<file path="src/rtl/if_pkg.sv">
// Shared definitions for the instruction-fetch stage and its neighbours.
package if_pkg;

    localparam int ILEN = 32;

    // Canonical no-op (addi x0, x0, 0) that ID can substitute for a bubble.
    localparam logic [ILEN-1:0] INST_NOP = 32'h00000013;

    typedef struct packed {
        logic [ILEN-1:0] pc;
        logic [ILEN-1:0] inst;
    } fetch_entry_t;

    // Request tracker: nothing in flight, in flight, in flight but stale.
    typedef enum logic [1:0] {
        IDLE,
        WAIT,
        WAIT_DROP
    } req_state_t;

    // Redirect targets are word addresses; the low two bits are ignored.
    function automatic logic [ILEN-1:0] align_pc(input logic [ILEN-1:0] addr);
        return {addr[ILEN-1:2], 2'b00};
    endfunction

endpackage

</file>
<file path="src/rtl/fetch_queue_if.sv">
// Bundle of the fetch stage's memory-side and ID-side signals.
interface fetch_queue_if;
    import if_pkg::*;

    logic            mem_req;
    logic [ILEN-1:0] mem_addr;
    logic            mem_ok;
    logic [ILEN-1:0] mem_dt;
    logic [ILEN-1:0] id_if_pc;
    logic            id_if_pce;
    logic            stl;
    logic            valid;
    logic [ILEN-1:0] pc;
    logic [ILEN-1:0] is;

    // The fetch stage itself.
    modport master (
        output mem_req, mem_addr, valid, pc, is,
        input  mem_ok, mem_dt, id_if_pc, id_if_pce, stl
    );

    // Memory controller plus ID, seen from the outside.
    modport slave (
        input  mem_req, mem_addr, valid, pc, is,
        output mem_ok, mem_dt, id_if_pc, id_if_pce, stl
    );

endinterface

</file>
<file path="src/rtl/fetch_fifo.sv">
// Small synchronous FIFO holding fetched {pc, instruction} pairs.
// Flush wins over push and pop; pointers wrap naturally at DEPTH.
module fetch_fifo
    import if_pkg::*;
#(
    parameter int  DEPTH = 4,
    parameter type T     = fetch_entry_t
) (
    input  logic                       clk,
    input  logic                       rst,
    input  logic                       push,
    input  logic                       pop,
    input  logic                       flush,
    input  T                           din,
    output T                           head,
    output logic [$clog2(DEPTH+1)-1:0] count
);

    localparam int PW = $clog2(DEPTH);
    localparam int CW = $clog2(DEPTH + 1);

    T               mem [DEPTH];
    logic [PW-1:0]  rd_ptr;
    logic [PW-1:0]  wr_ptr;
    logic           do_push;
    logic           do_pop;

    assign do_push = push && !flush;
    assign do_pop  = pop && !flush && (count != '0);
    assign head    = mem[rd_ptr];

    // Storage array: data only, never needs clearing since count guards reads.
    always_ff @(posedge clk) begin
        if (do_push && !rst) begin
            mem[wr_ptr] <= din;
        end
    end

    // Pointer and occupancy bookkeeping; simultaneous push and pop cancel out.
    always_ff @(posedge clk) begin
        if (rst || flush) begin
            rd_ptr <= '0;
            wr_ptr <= '0;
            count  <= '0;
        end else begin
            if (do_push) begin
                wr_ptr <= wr_ptr + PW'(1);
            end
            if (do_pop) begin
                rd_ptr <= rd_ptr + PW'(1);
            end
            case ({do_push, do_pop})
                2'b10:   count <= count + CW'(1);
                2'b01:   count <= count - CW'(1);
                default: count <= count;
            endcase
        end
    end

endmodule

</file>
<file path="src/rtl/fetch_queue.sv">
// Instruction fetch stage with a prefetch queue. Requests are only issued
// when a queue slot is guaranteed for the response, so the queue never
// overflows. A redirect flushes the queue and marks any in-flight fetch stale.
module fetch_queue
    import if_pkg::*;
#(
    parameter int              DEPTH    = 4,
    parameter logic [ILEN-1:0] RESET_PC = 32'h0
) (
    input  logic          clk,
    input  logic          rst,
    fetch_queue_if.master bus
);

    localparam int CW = $clog2(DEPTH + 1);

    req_state_t      state;
    logic [ILEN-1:0] fetch_pc;
    logic [ILEN-1:0] req_addr;
    logic [CW-1:0]   count;
    fetch_entry_t    head;
    fetch_entry_t    resp_entry;
    logic            flush;
    logic            issue;
    logic            push;
    logic            pop;
    logic            not_empty;

    assign flush      = bus.id_if_pce;
    assign not_empty  = (count != '0);

    // With nothing in flight, a free slot is all that is needed to issue.
    // A redirect cycle never issues, so the first request goes to the target.
    assign issue      = !rst && !flush && (state == IDLE) && (count < CW'(DEPTH));
    assign push       = (state == WAIT) && bus.mem_ok && !flush;
    assign pop        = not_empty && !bus.stl && !flush;
    assign resp_entry = '{pc: req_addr, inst: bus.mem_dt};

    // The controller cannot abort, so a stale request stays visible until its ok.
    assign bus.mem_req  = issue || (!rst && (state != IDLE));
    assign bus.mem_addr = (state == IDLE) ? fetch_pc : req_addr;
    assign bus.valid    = not_empty;
    assign bus.pc       = not_empty ? head.pc   : '0;
    assign bus.is       = not_empty ? head.inst : '0;

    fetch_fifo #(
        .DEPTH (DEPTH),
        .T     (fetch_entry_t)
    ) u_fifo (
        .clk   (clk),
        .rst   (rst),
        .push  (push),
        .pop   (pop),
        .flush (flush),
        .din   (resp_entry),
        .head  (head),
        .count (count)
    );

    // Request tracker plus the next-fetch address; redirect overrides the increment.
    always_ff @(posedge clk) begin
        if (rst) begin
            state    <= IDLE;
            fetch_pc <= RESET_PC;
            req_addr <= RESET_PC;
        end else begin
            case (state)
                IDLE: begin
                    if (issue) begin
                        state    <= WAIT;
                        req_addr <= fetch_pc;
                    end
                end
                WAIT: begin
                    if (bus.mem_ok) begin
                        state <= IDLE;
                    end else if (flush) begin
                        state <= WAIT_DROP;
                    end
                end
                WAIT_DROP: begin
                    if (bus.mem_ok) begin
                        state <= IDLE;
                    end
                end
                default: state <= IDLE;
            endcase

            if (flush) begin
                fetch_pc <= align_pc(bus.id_if_pc);
            end else if (issue) begin
                fetch_pc <= fetch_pc + 32'd4;
            end
        end
    end

endmodule

</file>
<file path="src/flat_wrapper.sv">
// flat-port wrapper written by rule: the top's interface ports become plain ports
module fetch_queue_flat import if_pkg::*;
#(
    parameter int              DEPTH    = 4,
    parameter logic [ILEN-1:0] RESET_PC = 32'h0
)
  (clk, rst, bus_mem_req, bus_mem_addr, bus_valid, bus_pc, bus_is, bus_mem_ok, bus_mem_dt, bus_id_if_pc, bus_id_if_pce, bus_stl);
  fetch_queue_if bus_i ();
  input  logic clk;
  input  logic rst;
  output wire logic [$bits(bus_i.mem_req)-1:0] bus_mem_req;
  output wire logic [$bits(bus_i.mem_addr)-1:0] bus_mem_addr;
  output wire logic [$bits(bus_i.valid)-1:0] bus_valid;
  output wire logic [$bits(bus_i.pc)-1:0] bus_pc;
  output wire logic [$bits(bus_i.is)-1:0] bus_is;
  input wire logic [$bits(bus_i.mem_ok)-1:0] bus_mem_ok;
  input wire logic [$bits(bus_i.mem_dt)-1:0] bus_mem_dt;
  input wire logic [$bits(bus_i.id_if_pc)-1:0] bus_id_if_pc;
  input wire logic [$bits(bus_i.id_if_pce)-1:0] bus_id_if_pce;
  input wire logic [$bits(bus_i.stl)-1:0] bus_stl;
  assign bus_mem_req = bus_i.mem_req;
  assign bus_mem_addr = bus_i.mem_addr;
  assign bus_valid = bus_i.valid;
  assign bus_pc = bus_i.pc;
  assign bus_is = bus_i.is;
  assign bus_i.mem_ok = bus_mem_ok;
  assign bus_i.mem_dt = bus_mem_dt;
  assign bus_i.id_if_pc = bus_id_if_pc;
  assign bus_i.id_if_pce = bus_id_if_pce;
  assign bus_i.stl = bus_stl;
  fetch_queue #(.DEPTH(DEPTH), .RESET_PC(RESET_PC)) u_core (.clk(clk), .rst(rst), .bus(bus_i));
endmodule
</file>
<file path="config.mk">
export PLATFORM = sky130hd
export DESIGN_NAME = fetch_queue_flat
export DESIGN_NICKNAME = d
export VERILOG_FILES = /design/src/rtl/if_pkg.sv /design/src/rtl/fetch_queue_if.sv /design/src/rtl/fetch_fifo.sv /design/src/rtl/fetch_queue.sv /design/src/flat_wrapper.sv
export SDC_FILE = /design/constraint.sdc
export NUM_CORES = 1
export LEC_CHECK = 0
export ABC_AREA = 1
export BUFFER_PORTS_ARGS = -buffer_cell sky130_fd_sc_hd__buf_4
export CAP_MARGIN = 0
export CORE_ASPECT_RATIO = 0.7
export CORE_MARGIN = 4
export CORE_UTILIZATION = 58
export CTS_CLUSTER_DIAMETER = 60
export CTS_CLUSTER_SIZE = 30
export DETAILED_ROUTE_END_ITERATION = 8
export PLACE_DENSITY_LB_ADDON = 0.08
export SLEW_MARGIN = 40
export SYNTH_ARGS = -nofsm -noshare
export SYNTH_HDL_FRONTEND = slang
export SYNTH_SLANG_ARGS = --single-unit
export TNS_END_PERCENT = 50
</file>
<file path="constraint.sdc">
create_clock -name clk -period 5.17 [get_ports clk]
set_clock_uncertainty 0.05 [all_clocks]
set_input_delay 0.7755 -clock clk [delete_from_list [all_inputs] [get_ports clk]]
set_output_delay 0.7755 -clock clk [all_outputs]
set_load 0.1 [all_outputs]
</file>
Word level (Yosys, flattened, before mapping)
Memory sizes are Yosys's and may differ from the RTL's. A register that Yosys moved wholly into a read port is not among the register bits.
Cells that the tools add are included.
{"block": "word_totals", "wordCells": 61, "out_inout_bits": 98, "memories": 1, "ram_bits": 256, "ff_bits": 73}
{"name": "u_core.u_fifo.mem", "words": 4, "width": 64, "read_ports": 1, "rd_ports_with_merged_regs": 1, "write_ports": 1, "line": "fetch_fifo.sv:22", "text": "T mem [DEPTH];"}
{"block": "classes", "muxes": 15, "addsub": 5, "order_cmp": 1, "n_eq_ne": 7, "reduce_logical": 25}
{"cell": "two-way mux 32 bit", "n": 5}
{"cell": "adder 32 x 3 -> 32 bit, second input constant", "n": 1}
{"cell": "logical AND 1 bit", "n": 12}
{"cell": "two-way mux 2 bit", "n": 6}
{"cell": "one-hot mux 2 bit (3 select lines)", "n": 1}
{"cell": "one-hot mux 3 bit (2 select lines)", "n": 1}
{"cell": "nonzero test 2 bit", "n": 3}
{"cell": "adder 2 x 1 -> 2 bit, second input constant", "n": 2}
{"cell": "equality test 2 x 1 -> 1 bit, second input constant", "n": 2}
{"cell": "equality test 2 bit, second input constant", "n": 2}
{"cell": "adder 3 x 1 -> 3 bit, second input constant", "n": 1}
{"cell": "zero test 1 bit", "n": 3}
{"cell": "< comparator 3 bit, second input constant", "n": 1}
{"cell": "!= test 3 bit, second input constant", "n": 1}
{"cell": "AND reduction 3 bit", "n": 1}
{"cell": "nonzero test 3 bit", "n": 1}
{"cell": "subtractor 3 x 1 -> 3 bit, second input constant", "n": 1}
{"cell": "zero test 2 bit", "n": 1}
{"cell": "logical OR 1 bit", "n": 2}
{"cell": "two-way mux 1 bit", "n": 2}
{"cell": "!= test 2 x 1 -> 1 bit, second input constant", "n": 1}
{"cell": "!= test 2 bit, second input constant", "n": 1}
{"cell": "AND reduction 2 bit", "n": 1}
{"cell": "OR reduction 2 bit", "n": 1}

Logic depth before layout (Yosys ltp)
{"block": "depth", "ltp_word": 7, "depth_mapped": 11, "depth_no_buf": 11}

By module
A second synthesis with hierarchy kept.
{"block": "unflattened", "hier_cells": 1429, "hier_area_um2": 14279.9}
{"module": "fetch_fifo", "instances": 1, "cells_each": 689, "seq_area_each_um2": 7867.5, "area_each_um2": 9980.8}
{"module": "fetch_queue", "instances": 1, "cells_each": 740, "seq_area_each_um2": 1241.2, "area_each_um2": 4299.1}

Worst setup path after synthesis
OpenSTA, ideal clock, no wires.
{"block": "synth_timing", "kind": "input port to flip-flop", "from": "input port bus_mem_ok", "to": "memory u_core.u_fifo.mem[0][0] (netlist bit) (enable)", "t_arrival_ns": 3.802, "required_time_ns": 4.638, "path_stages": 4, "n_path_buf": 0, "setup_time_ns": 0.482, "path_slack_ns": 0.836, "cell_sequence": "inv_1 nor3_1 nand2_1 nor2_1"}
{"block": "synth_via", "elab_chain_cells": 6}
{"element": "from (decl)", "line": "flat_wrapper.sv:16", "text": "input wire logic [$bits(bus_i.mem_ok)-1:0] bus_mem_ok;"}
{"element": "logical AND 1 bit (2 in a row)", "line": "fetch_queue.sv:35", "text": "assign push = (state == WAIT) && bus.mem_ok && !flush;"}
{"element": "logical AND 1 bit", "line": "fetch_fifo.sv:28", "text": "assign do_push = push && !flush;"}
{"element": "logical AND 1 bit", "line": "fetch_fifo.sv:34", "text": "if (do_push && !rst) begin"}
{"element": "two-way mux 1 bit", "line": "fetch_fifo.sv:34"}
{"element": "two-way mux 1 bit (not written as such)", "line": "fetch_fifo.sv:35", "text": "mem[wr_ptr] <= din;"}
{"element": "to (decl)", "line": "fetch_fifo.sv:22"}
Every way passes these cells.

==> impl_metrics.py <==
metrics = {
    "route": {
        "dr.max_layer_used": "met4",
        "viasPerCell": 5.43,
        "drc": 0,
        "ant_nets": 0,
        "vias": 10000,
        "met2_wirelength_um": 14600,
        "wirelength_um": 31400,
        "met1Wirelength_um": 14100,
        "initialDrtViolationCount": 992,
        "dr.pass1.iters": 5,
        "routed-wl-met3_um": 2280,
        "wl_per_cell_um": 17.0,
    },
    "logic_synthesis": {
        "yosys.area.top_type": "edfxtp_1",
        "netlist_instances": 1410,
        "synth_edf_count": 248,
        "synth.most_common_cell": "nor2_1",
        "synthesis.area_mm2": 0.0138,
        "async_flop_share_pct": 0,
        "yosys_warnings": 0,
        "synth_seq_cells": 319,
        "synth_common_cells": "nor2_1, edfxtp_1, o21ai_0",
        "synth.avg_cell_area_um2": 9.76,
        "synth_top_area_share_pct": 54.1,
        "yosysUniqueCellTypes": 32,
        "yosys_most_used_dff": "edfxtp_1",
        "seq_area_frac_synth_pct": 64.4,
        "synthTopCellsByArea": "edfxtp_1, dfxtp_1, nor2_1, o21ai_0, nand2_1",
    },
    "setup_path": {
        "worstPathMaxFanout": 54,
        "required_ns": 4.34,
        "rr_startpoint": "u_core.state[0]",
        "end_kind": "primary output",
        "cp_data_arrival_time_ns": 3.06,
        "cp-start-kind": "flip-flop",
        "criticalPathCategory": "reg -> out",
    },
    "layout": {
        "area_growth_pct": 14.1,
        "diodes": 0,
        "utilization_pct": 68.4,
        "ff_latch_area_mm2": 0.00887,
        "multi_input_area_mm2": 0.00413,
        "drive_gt1_share_pct": 14.6,
        "nets": 1603,
        "fillers": 1733,
    },
    "floorplan": {
        "io_pins": 167,
        "die_h_um": 137,
        "die-area_mm2": 0.0263,
        "fp.coreArea_mm2": 0.0230,
        "fp.dieW_um": 192,
        "start_util_pct": 59.9,
        "num_rows": 46,
    },
    "clocking": {
        "path_clk_slew_ns": 0.11,
        "ctsResizeCount": 0,
        "clock_latency_ns": 0.51,
        "tritoncts": "done",
        "cts.sinks": 319,
        "holdBufCountCts": 0,
        "cts_buffer_depth": 3,
        "cts.htree.levels": 1,
        "cts_root_buf": "clkbuf_16",
        "post_cts_buffers": 0,
        "cts_buffers": 16,
    },
    "place": {
        "gp_congestion": 0.882,
        "io_buffers": 160,
        "hpwl_um": 19200,
    },
    "sta": {
        "hold_viol_final": 0,
        "slew_headroom_pct": 46.5,
        "fmax_ghz": 0.257,
        "tightest_slew_ns": 0.802,
        "period_minus_slack_ns": 3.88,
        "setup_viol": 0,
        "tns_ns": 0,
        "rsz0062_at_grt": "false",
        "timing.final.max_slew_violations": 0,
        "post-route-period-util_pct": 75.1,
    },
    "power": {
        "ir_drop_mv": 0.251,
        "switching_share_pct": 25.4,
        "cellPowerDensity_mw_per_mm2": 305,
        "power.switching_w": 0.00121,
        "p_total_w": 0.00478,
        "combPwrFrac_pct": 9.4,
        "power.internal_w": 0.00357,
        "clock_power_share_pct": 31.1,
        "leakagePower_nw": 5.87,
        "seq_power_share_pct": 59.5,
    },
    "flow_run": {
        "drv_cap": 0,
    },
    "min_path": {
        "min-delay-start": "bus_mem_dt[24]",
        "worst_hold_path_type": "in -> reg",
    },
    "grt": {
        "grt_use_total_pct": 23.4,
        "grt_pass1_vias": 9272,
        "grt_pass1_wl_um": 48300,
        "antenna_found_initial": 0,
        "grt_max_degree": 81,
        "overflow": 0,
    },
    "run_status": {
        "outcome": "finished, final reports clean",
    },
}
worst paths after layout:
path                                                  to  slack [ns]  cells past startpoint
worst max-delay path                           bus_pc[2]        1.29                      5
worst min-delay path            u_core.u_fifo.mem[0][24]        0.40                      1
worst max register to register        u_core.fetch_pc[7]        2.54                     10
worst min register to register    u_core.u_fifo.count[0]        0.42                      1
placed cells by master, fill, tap and decap left out, drive strengths merged, types with 10 or more instances in the layout:
| cell | Yosys | final |
|---|---|---|
| a21oi | 101 | 101 |
| nor2 | 329 | 329 |
| nand3b | 10 | 10 |
| a211oi | 15 | 15 |
| inv | 114 | 115 |
| buf | 33 | 175 |
| dfxtp | 71 | 71 |
| o21ai | 192 | 192 |
| nand3 | 47 | 47 |
| clkbuf | 46 | 22 |
| edfxtp | 248 | 248 |
| nand2 | 176 | 176 |
worst max-delay path, cell delays in order, from the launching register on:
cell      delay (ns)
dfxtp_4         0.72
clkinv_2        0.68
buf_4           0.47
o21ai_0         0.21
a21oi_1         0.14
buf_4           0.29
logic make-up after synthesis:
group,share of synthesized area (%)
adder cells (fa/ha/maj),0.691
other,0.0272
AND/OR/NAND/NOR,16.8
XOR/XNOR,0.318
flip-flops,64.4
buffers and inverters,5.90
AO/OA/AOI/OAI,11.8
flip-flops by register name, indices dropped and copies added, names as in the netlist, named ones only:
signal	cells
u_core.u_fifo.mem	248
u_core.fetch_pc	30
u_core.req_addr	30
u_core.u_fifo.count	3
u_core.state	2
u_core.u_fifo.rd_ptr	2
u_core.u_fifo.wr_ptr	2
per-layer routing:
metal / vias up / GRT usage (%)
li1: 4960 / -
met1: 4713 / 33.7
met2: 328 / 38.5
met3: 31 / 3.80
met4: 0 / 4.08
met5: - / 0
cell type report:
type	count	area share, %
Clock buffer	22	2.89
Clock inverter	5	0.526
Inverter	115	2.78
Multi-Input combinational cell	900	26.3
Sequential cell	319	56.5
Tap cell	312	2.49
Timing Repair Buffer	175	8.49
power by group through the flow:
stage / Combinational (W) / Clock (W) / Sequential [W]
3_3_place_gp: 0.000445 / 0 / 0.00290
5_1_grt: 0.000484 / 0.00160 / 0.00285
3_5_place_dp: 0.000450 / 0 / 0.00290
6_report: 0.000452 / 0.00149 / 0.00284
4_1_cts: 0.000452 / 0.00151 / 0.00284
2_1_floorplan: 0.000333 / 0 / 0.00288
stage by stage:
stage,instances,cell area [um^2],worst slack [ns],hold WS (ns)
after global routing,1848,15700,1.02,0.390
final,1848,15700,1.29,0.402
after floorplan,1413,13800,0.836,0.372
after CTS,1848,15700,1.29,0.392
after global placement,1821,15100,1.64,0.388
after detailed placement,1821,15200,1.86,0.397
No activity file was read; power rests on OpenSTA's default activity.
